File: config.mk
export PLATFORM = sky130hd
export DESIGN_NAME = hex_display_ctrl
export DESIGN_NICKNAME = d
export VERILOG_FILES = /design/src/rtl/hex_display_ctrl.sv
export SDC_FILE = /design/constraint.sdc
export NUM_CORES = 1
export LEC_CHECK = 0
export BUFFER_PORTS_ARGS = -buffer_cell sky130_fd_sc_hd__buf_2
export CORE_MARGIN = 5
export CORE_UTILIZATION = 30
export CTS_BUF_LIST = sky130_fd_sc_hd__clkbuf_8
export DETAILED_ROUTE_END_ITERATION = 8
export PLACE_DENSITY = 0.6
export SYNTH_ARGS = -nofsm -noshare
export SYNTH_HDL_FRONTEND = slang
export SYNTH_SLANG_ARGS = --single-unit
export TNS_END_PERCENT = 1
File: constraint.sdc
create_clock -name clk -period 6.02 [get_ports clk]
set_input_delay 0.903 -clock clk [delete_from_list [all_inputs] [get_ports clk]]
set_output_delay 0.903 -clock clk [all_outputs]
set_load 0.03 [all_outputs]
File: src/rtl/hex_display_ctrl.sv
// hex_display_ctrl: drives four hex-digit decoders. It runs a lamp test
// after reset or on request, holds the loaded digits, and supports
// blanking and blinking.
// Optional feature macro: LEADING_ZERO_BLANK_EN. When defined, leading-zero
// digits (3..1) are blanked in RUN. Digit 0 is never blanked.
module hex_display_ctrl #(
  parameter int unsigned TEST_CYCLES = 16,
  parameter int unsigned BLINK_W     = 8
) (
  input  logic        clk,
  input  logic        reset_n,
  input  logic        load_valid,
  input  logic [15:0] load_data,
  output logic        load_ready,
  input  logic        display_en,
  input  logic        blink_en,
  input  logic        lamp_req,
  output logic [15:0] dig_data,
  output logic [3:0]  dig_blank,
  output logic [3:0]  dig_test,
  output logic        lamp_active
);

  localparam int unsigned CNT_W = 16;
  localparam logic [CNT_W-1:0] LAST_CNT = CNT_W'(TEST_CYCLES - 1);

  typedef enum logic [1:0] {
    LAMP = 2'd0,
    RUN  = 2'd1,
    OFF  = 2'd2
  } state_t;

  state_t             state, state_nxt;
  logic [CNT_W-1:0]   lamp_cnt, lamp_cnt_nxt;
  logic [BLINK_W-1:0] blink_cnt, blink_nxt;
  logic [15:0]        data_nxt;
  logic [3:0]         blank_nxt, test_nxt, lzb_mask;
  logic               ready_nxt, lamp_nxt;

  // Leading-zero suppression mask, computed from the digit value that will be shown
  always_comb begin
    lzb_mask = 4'b0000;
`ifdef LEADING_ZERO_BLANK_EN
    lzb_mask[3] = (data_nxt[15:12] == 4'h0);
    lzb_mask[2] = (data_nxt[15:8]  == 8'h00);
    lzb_mask[1] = (data_nxt[15:4]  == 12'h000);
`endif
  end

  // Next state, counters, data capture and registered-output values
  always_comb begin
    state_nxt    = state;
    lamp_cnt_nxt = lamp_cnt;
    blink_nxt    = blink_cnt + BLINK_W'(1);
    data_nxt     = dig_data;
    ready_nxt    = 1'b0;
    test_nxt     = 4'b1111;
    blank_nxt    = 4'b0000;
    lamp_nxt     = 1'b1;

    if (load_valid && load_ready) begin
      data_nxt = load_data;
    end

    case (state)
      LAMP: begin
        if (lamp_cnt == LAST_CNT) begin
          state_nxt    = display_en ? RUN : OFF;
          lamp_cnt_nxt = '0;
        end else begin
          lamp_cnt_nxt = lamp_cnt + CNT_W'(1);
        end
      end
      RUN: begin
        if (lamp_req) begin
          state_nxt    = LAMP;
          lamp_cnt_nxt = '0;
        end else if (!display_en) begin
          state_nxt = OFF;
        end
      end
      OFF: begin
        if (lamp_req) begin
          state_nxt    = LAMP;
          lamp_cnt_nxt = '0;
        end else if (display_en) begin
          state_nxt = RUN;
        end
      end
      default: begin
        state_nxt    = LAMP;
        lamp_cnt_nxt = '0;
      end
    endcase

    // Outputs are precomputed from the next state so they register alongside it
    case (state_nxt)
      RUN: begin
        ready_nxt = 1'b1;
        test_nxt  = 4'b0000;
        lamp_nxt  = 1'b0;
        blank_nxt = (blink_en && blink_nxt[BLINK_W-1]) ? 4'b1111 : lzb_mask;
      end
      OFF: begin
        ready_nxt = 1'b1;
        test_nxt  = 4'b0000;
        lamp_nxt  = 1'b0;
        blank_nxt = 4'b1111;
      end
      default: begin
        ready_nxt = 1'b0;
        test_nxt  = 4'b1111;
        lamp_nxt  = 1'b1;
        blank_nxt = 4'b0000;
      end
    endcase
  end

  // State, counter, data and output registers with synchronous reset
  always_ff @(posedge clk) begin
    if (!reset_n) begin
      state       <= LAMP;
      lamp_cnt    <= '0;
      blink_cnt   <= '0;
      dig_data    <= 16'h0000;
      load_ready  <= 1'b0;
      dig_test    <= 4'b1111;
      dig_blank   <= 4'b0000;
      lamp_active <= 1'b1;
    end else begin
      state       <= state_nxt;
      lamp_cnt    <= lamp_cnt_nxt;
      blink_cnt   <= blink_nxt;
      dig_data    <= data_nxt;
      load_ready  <= ready_nxt;
      dig_test    <= test_nxt;
      dig_blank   <= blank_nxt;
      lamp_active <= lamp_nxt;
    end
  end

endmodule

* Yosys cells after proc, flatten, opt, wreduce, memory -nomap -nowiden
Index checks and enable logic that the tools add are counted.
Storage, ports and cells: bits in registers 52, input port bits 22, output and inout bits 26, word-level logic and storage cells 36
Cells by class: $add $sub $neg 2, equal/unequal tests 6, mux-type cells 15, reduce and logical (&&, ||, !) cells 5
Operator list (count):
- $mux 16 | 2
- $pmux 16 s2 | 1
- $add 16x1->16 const B | 1
- $eq 16x4->1 const B | 1
- $mux 2 | 6
- $add 8x1->8 const B | 1
- $mux 4 | 2
- $pmux 4 s2 | 1
- $pmux 2 s3 | 1
- $eq 2x1->1 const B | 2
- $eq 2x2->1 const B | 2
- $reduce_or 2->1 | 2
- $logic_and 1x1->1 | 2
- $logic_not 2->1 | 1
- $mux 1 | 2
- $ne 2x1->1 const B | 1

* Logic depth before layout (Yosys ltp)
depth in word-level cells 6, mapped depth 10, gate-level depth less buffers 10

* Worst setup path before layout
Ideal clock, no wire load.
kind in2reg, from input display_en, to register dig_blank[2], library setup time 0.074 ns, arrival time 2.099 ns, required time 5.946 ns, slack 3.847 ns, cell stages on the path 7, path buffers 0, cell sequence a22oi_1 > or2_2 > o22a_1 > ha_1 > nor2b_1 > nand3_1 > o21ai_0
Between the ends: longest elaborated chain between the ends 5, elaborated cells between the ends (all ways) 10, classes of those cells eq/ne: 2; mux: 8
RTL lines:
- start: declaration | RTL line 15 | input logic display_en,
- $mux 2 (on tied branches) | RTL line 86, 68, 78
- $mux 2 (on tied branches) | RTL line 83, 67, 75
- $pmux 2 s3 (*) | RTL line 65 | case (state)
- $eq 2x2->1 / $eq 2x1->1 (equally long branches) | RTL line 97 | case (state_nxt)
- $pmux 4 s2 (*) | RTL line 97
- end signal: assignment | RTL line 137 | dig_blank <= blank_nxt;
- end: declaration | RTL line 19 | output logic [3:0] dig_blank,
Mark *: on every way between the ends. The rest lies on a longest branch, timed or not. A chain may end at the register's enable or synchronous reset.

* Final worst setup path
from register lamp_cnt[0], to register dig_blank[2]
Between the ends: longest elaborated chain between the ends 5, elaborated cells between the ends (all ways) 6, classes of those cells eq/ne: 3; mux: 3
RTL lines:
- start: declaration | RTL line 34 | logic [CNT_W-1:0] lamp_cnt, lamp_cnt_nxt;
- start signal: assignment | RTL line 132 | lamp_cnt <= lamp_cnt_nxt;
- $eq 16x4->1 (*) | RTL line 67 | if (lamp_cnt == LAST_CNT) begin
- $mux 2 (*) | RTL line 67
- $pmux 2 s3 (*) | RTL line 65
- net state_nxt[1] | RTL line 33 | state_t state, state_nxt;
- $eq 2x2->1 / $eq 2x1->1 (equally long branches) | RTL line 97
- $pmux 4 s2 (*) | RTL line 97
Mark *: on every way through the listed nets, which the timed path passes. The rest lies on a longest branch.

==> impl_metrics.json <==
{
  "end_kind": "flop",
  "crit_arrival_ns": 2.57,
  "cts_buffer_depth": 2,
  "drive_gt1_share_pct": 22.3,
  "start_kind": "flop",
  "slew_viol_final": 0,
  "ys_async_sr_fraction_pct": 0,
  "synth-edff-count": 0,
  "drt_iter0_drc": 56,
  "nets": 313,
  "synth-seq-area-share_pct": 41.4,
  "grt_max_degree": 33,
  "peakVddDrop_mv": 0.103,
  "setup.worst_path.class": "flop to flop",
  "cp_max_fo": 6,
  "dr.pass1.iters": 4,
  "status": "finished clean",
  "netlist_instances": 246,
  "drtAntennaViolNets": 0,
  "dp_hpwl_um": 3110,
  "min_path_type": "flop to flop",
  "synth_nets": 276,
  "clock_latency_ns": 0.29,
  "n_antenna_cell": 0,
  "utilization_pct": 35.2,
  "cts_buffers": 5,
  "overflow": 0,
  "core_area_mm2": 0.00718,
  "setup_tns_ns": 0,
  "rsz0062_at_grt": "no",
  "io_pins": 48,
  "cts_resized": 0,
  "cts_num_sinks": 45,
  "p_leak_nw": 1.00,
  "fin_cells": 382,
  "cp_common_cell": "ha_1",
  "grt_pass1_wl_um": 7560,
  "dpl_cell_area_mm2": 0.00244,
  "ys_ff_latch": 45,
  "num_vias": 1781,
  "synth_top_area_share_pct": 41.4,
  "ys.flop_type": "dfxtp_1",
  "drcViolationCount": 0,
  "final_cell_area_mm2": 0.00253,
  "skew_ns": 0.00503,
  "relSlewSlack_pct": 56.5,
  "track_usage_pct": 10.4,
  "path_clk_slew_ns": 0.08,
  "yosys-top-cells-count": "45 x dfxtp_1, 45 x nand2_1, 19 x a21boi_0",
  "cts_root_buf": "clkbuf_8",
  "portBuffers": 47,
  "ctsHoldBuffers": 0,
  "antenna_found_initial": 0,
  "cpMaxStageDelayCell": "dfxtp_1",
  "routed_wl_um": 4290,
  "period_minus_slack_ns": 2.34,
  "cap_violations": 0,
  "critical_path.max_stage_delay_ns": 0.41,
  "setup_viol": 0,
  "htree_levels": 2,
  "final-hold-violation-count": 0,
  "synth_area_per_cell_um2": 8.85,
  "max_slew.worst_pin.slew_ns": 0.652,
  "n_fill_cell": 745,
  "wl_per_cell_um": 11.2,
  "place.gp.congestion": 0.779,
  "start_util_pct": 30.3,
  "via_per_inst": 4.66,
  "hold_ws_ns": 0.458,
  "netlist_area_mm2": 0.00218,
  "synthTopCellsByArea": "dfxtp_1 41%, nand2_1 7.8%, a21boi_0 6.6%",
  "tritoncts": "yes",
  "required_ns": 6.24,
  "synth_largest_area_cell": "dfxtp_1",
  "fin_crit_sh_pct": 38.9,
  "grt_pass1_vias": 1733,
  "fmax_ghz": 0.427,
  "die-area_mm2": 0.00906,
  "die_h_um": 95.2,
  "die_w_um": 95.2,
  "power.density_mw_per_mm2": 201,
  "placed_cells": 375,
  "ys.warnings.count": 0,
  "post_synth_num_cell_types": 42,
  "rows": 31,
  "cts_setup_buffers": 0,
  "path_cells": "ha_1, and3_1, nand4_2, mux2_4, o22ai_1, ha_1, nor2b_1, nand3_1, o21ai_0",
  "syn_to_final_growth_pct": 16.0
}
==> worst paths after layout <==
kind / from / to / slack (ns) / cells after the start
max reg2reg: lamp_cnt[0] / dig_blank[2] / 3.68 / 9
min: dig_data[1] / dig_data[1] / 0.46 / 2
max: lamp_cnt[0] / dig_blank[2] / 3.68 / 9
min reg2reg: dig_data[1] / dig_data[1] / 0.46 / 2
==> cells in the final DEF, fill, tap and decap left out, types with 7 or more instances in the layout <==
| master | synthesis | layout |
|---|---|---|
| a21boi_0 | 19 | 19 |
| and2_1 | 7 | 7 |
| buf_2 | 1 | 47 |
| dfxtp_1 | 45 | 45 |
| ha_1 | 8 | 8 |
| inv_1 | 7 | 8 |
| nand2_1 | 45 | 45 |
| nand3_1 | 7 | 7 |
| nand4_1 | 11 | 11 |
| nor2_1 | 10 | 10 |
==> registers in the layout, summed over array words and instances (netlist names) <==
signal      flops
load_ready      1
dig_test        1
dig_blank       1
blink_cnt       8
dig_data       16
lamp_cnt       16
state           2
==> layer usage <==
layer,wire [um],up-vias,part of all wire (%),track usage [%]
met5,0,-,0,0
met4,70,0,1.6,4.33
met3,200,6,4.7,3.24
met2,1970,34,46,16.4
met1,2050,822,48,13.1
li1,-,919,-,-
==> stage by stage <==
step / power [mW] / setup WS, ns
after floorplan: 0.322 / 3.85
after CTS: 0.518 / 3.67
after detailed placement: 0.332 / 3.60
after global placement: 0.331 / 3.64
final: 0.508 / 3.68
after global routing: 0.533 / 3.46
==> cell type report <==
type	count	area (um2)	area share, %
clock buffers	6	82.6	3.27
multi-input cells	177	1150	45.7
well taps	99	124	4.90
flip-flops and latches	45	901	35.7
clock inverters	1	3.75	0.149
inverters	7	26.3	1.04
repair buffers	47	235	9.31
==> power breakdown <==
group	total, mW	internal, mW	switching [mW]	leakage, nW
Combinational	0.0204	0.0108	0.00957	0.587
Clock	0.183	0.0894	0.0934	0.0485
Sequential	0.304	0.301	0.00344	0.364
Total	0.508	0.401	0.106	1.00
==> logic make-up after synthesis <==
| family | after synthesis | synth area share (%) |
|---|---|---|
| xor gates and xnor gates | 12 | 4.83 |
| AOI/OAI and AO/OA | 46 | 15.1 |
| buffers and inverters | 24 | 5.63 |
| adders and majority gates | 8 | 4.60 |
| DFF | 45 | 41.4 |
| muxes | 2 | 1.15 |
| and+or+nand+nor | 109 | 27.4 |
==> worst max-delay path: cells and delay by family, from the launching register on <==
kind / cells / cell delay, ns
fa+ha+maj: 2 / 0.47
flops: 1 / 0.41
simple gates: 4 / 0.78
compound gates: 2 / 0.26
mux: 1 / 0.35
Power figures use the tool's default switching activity.
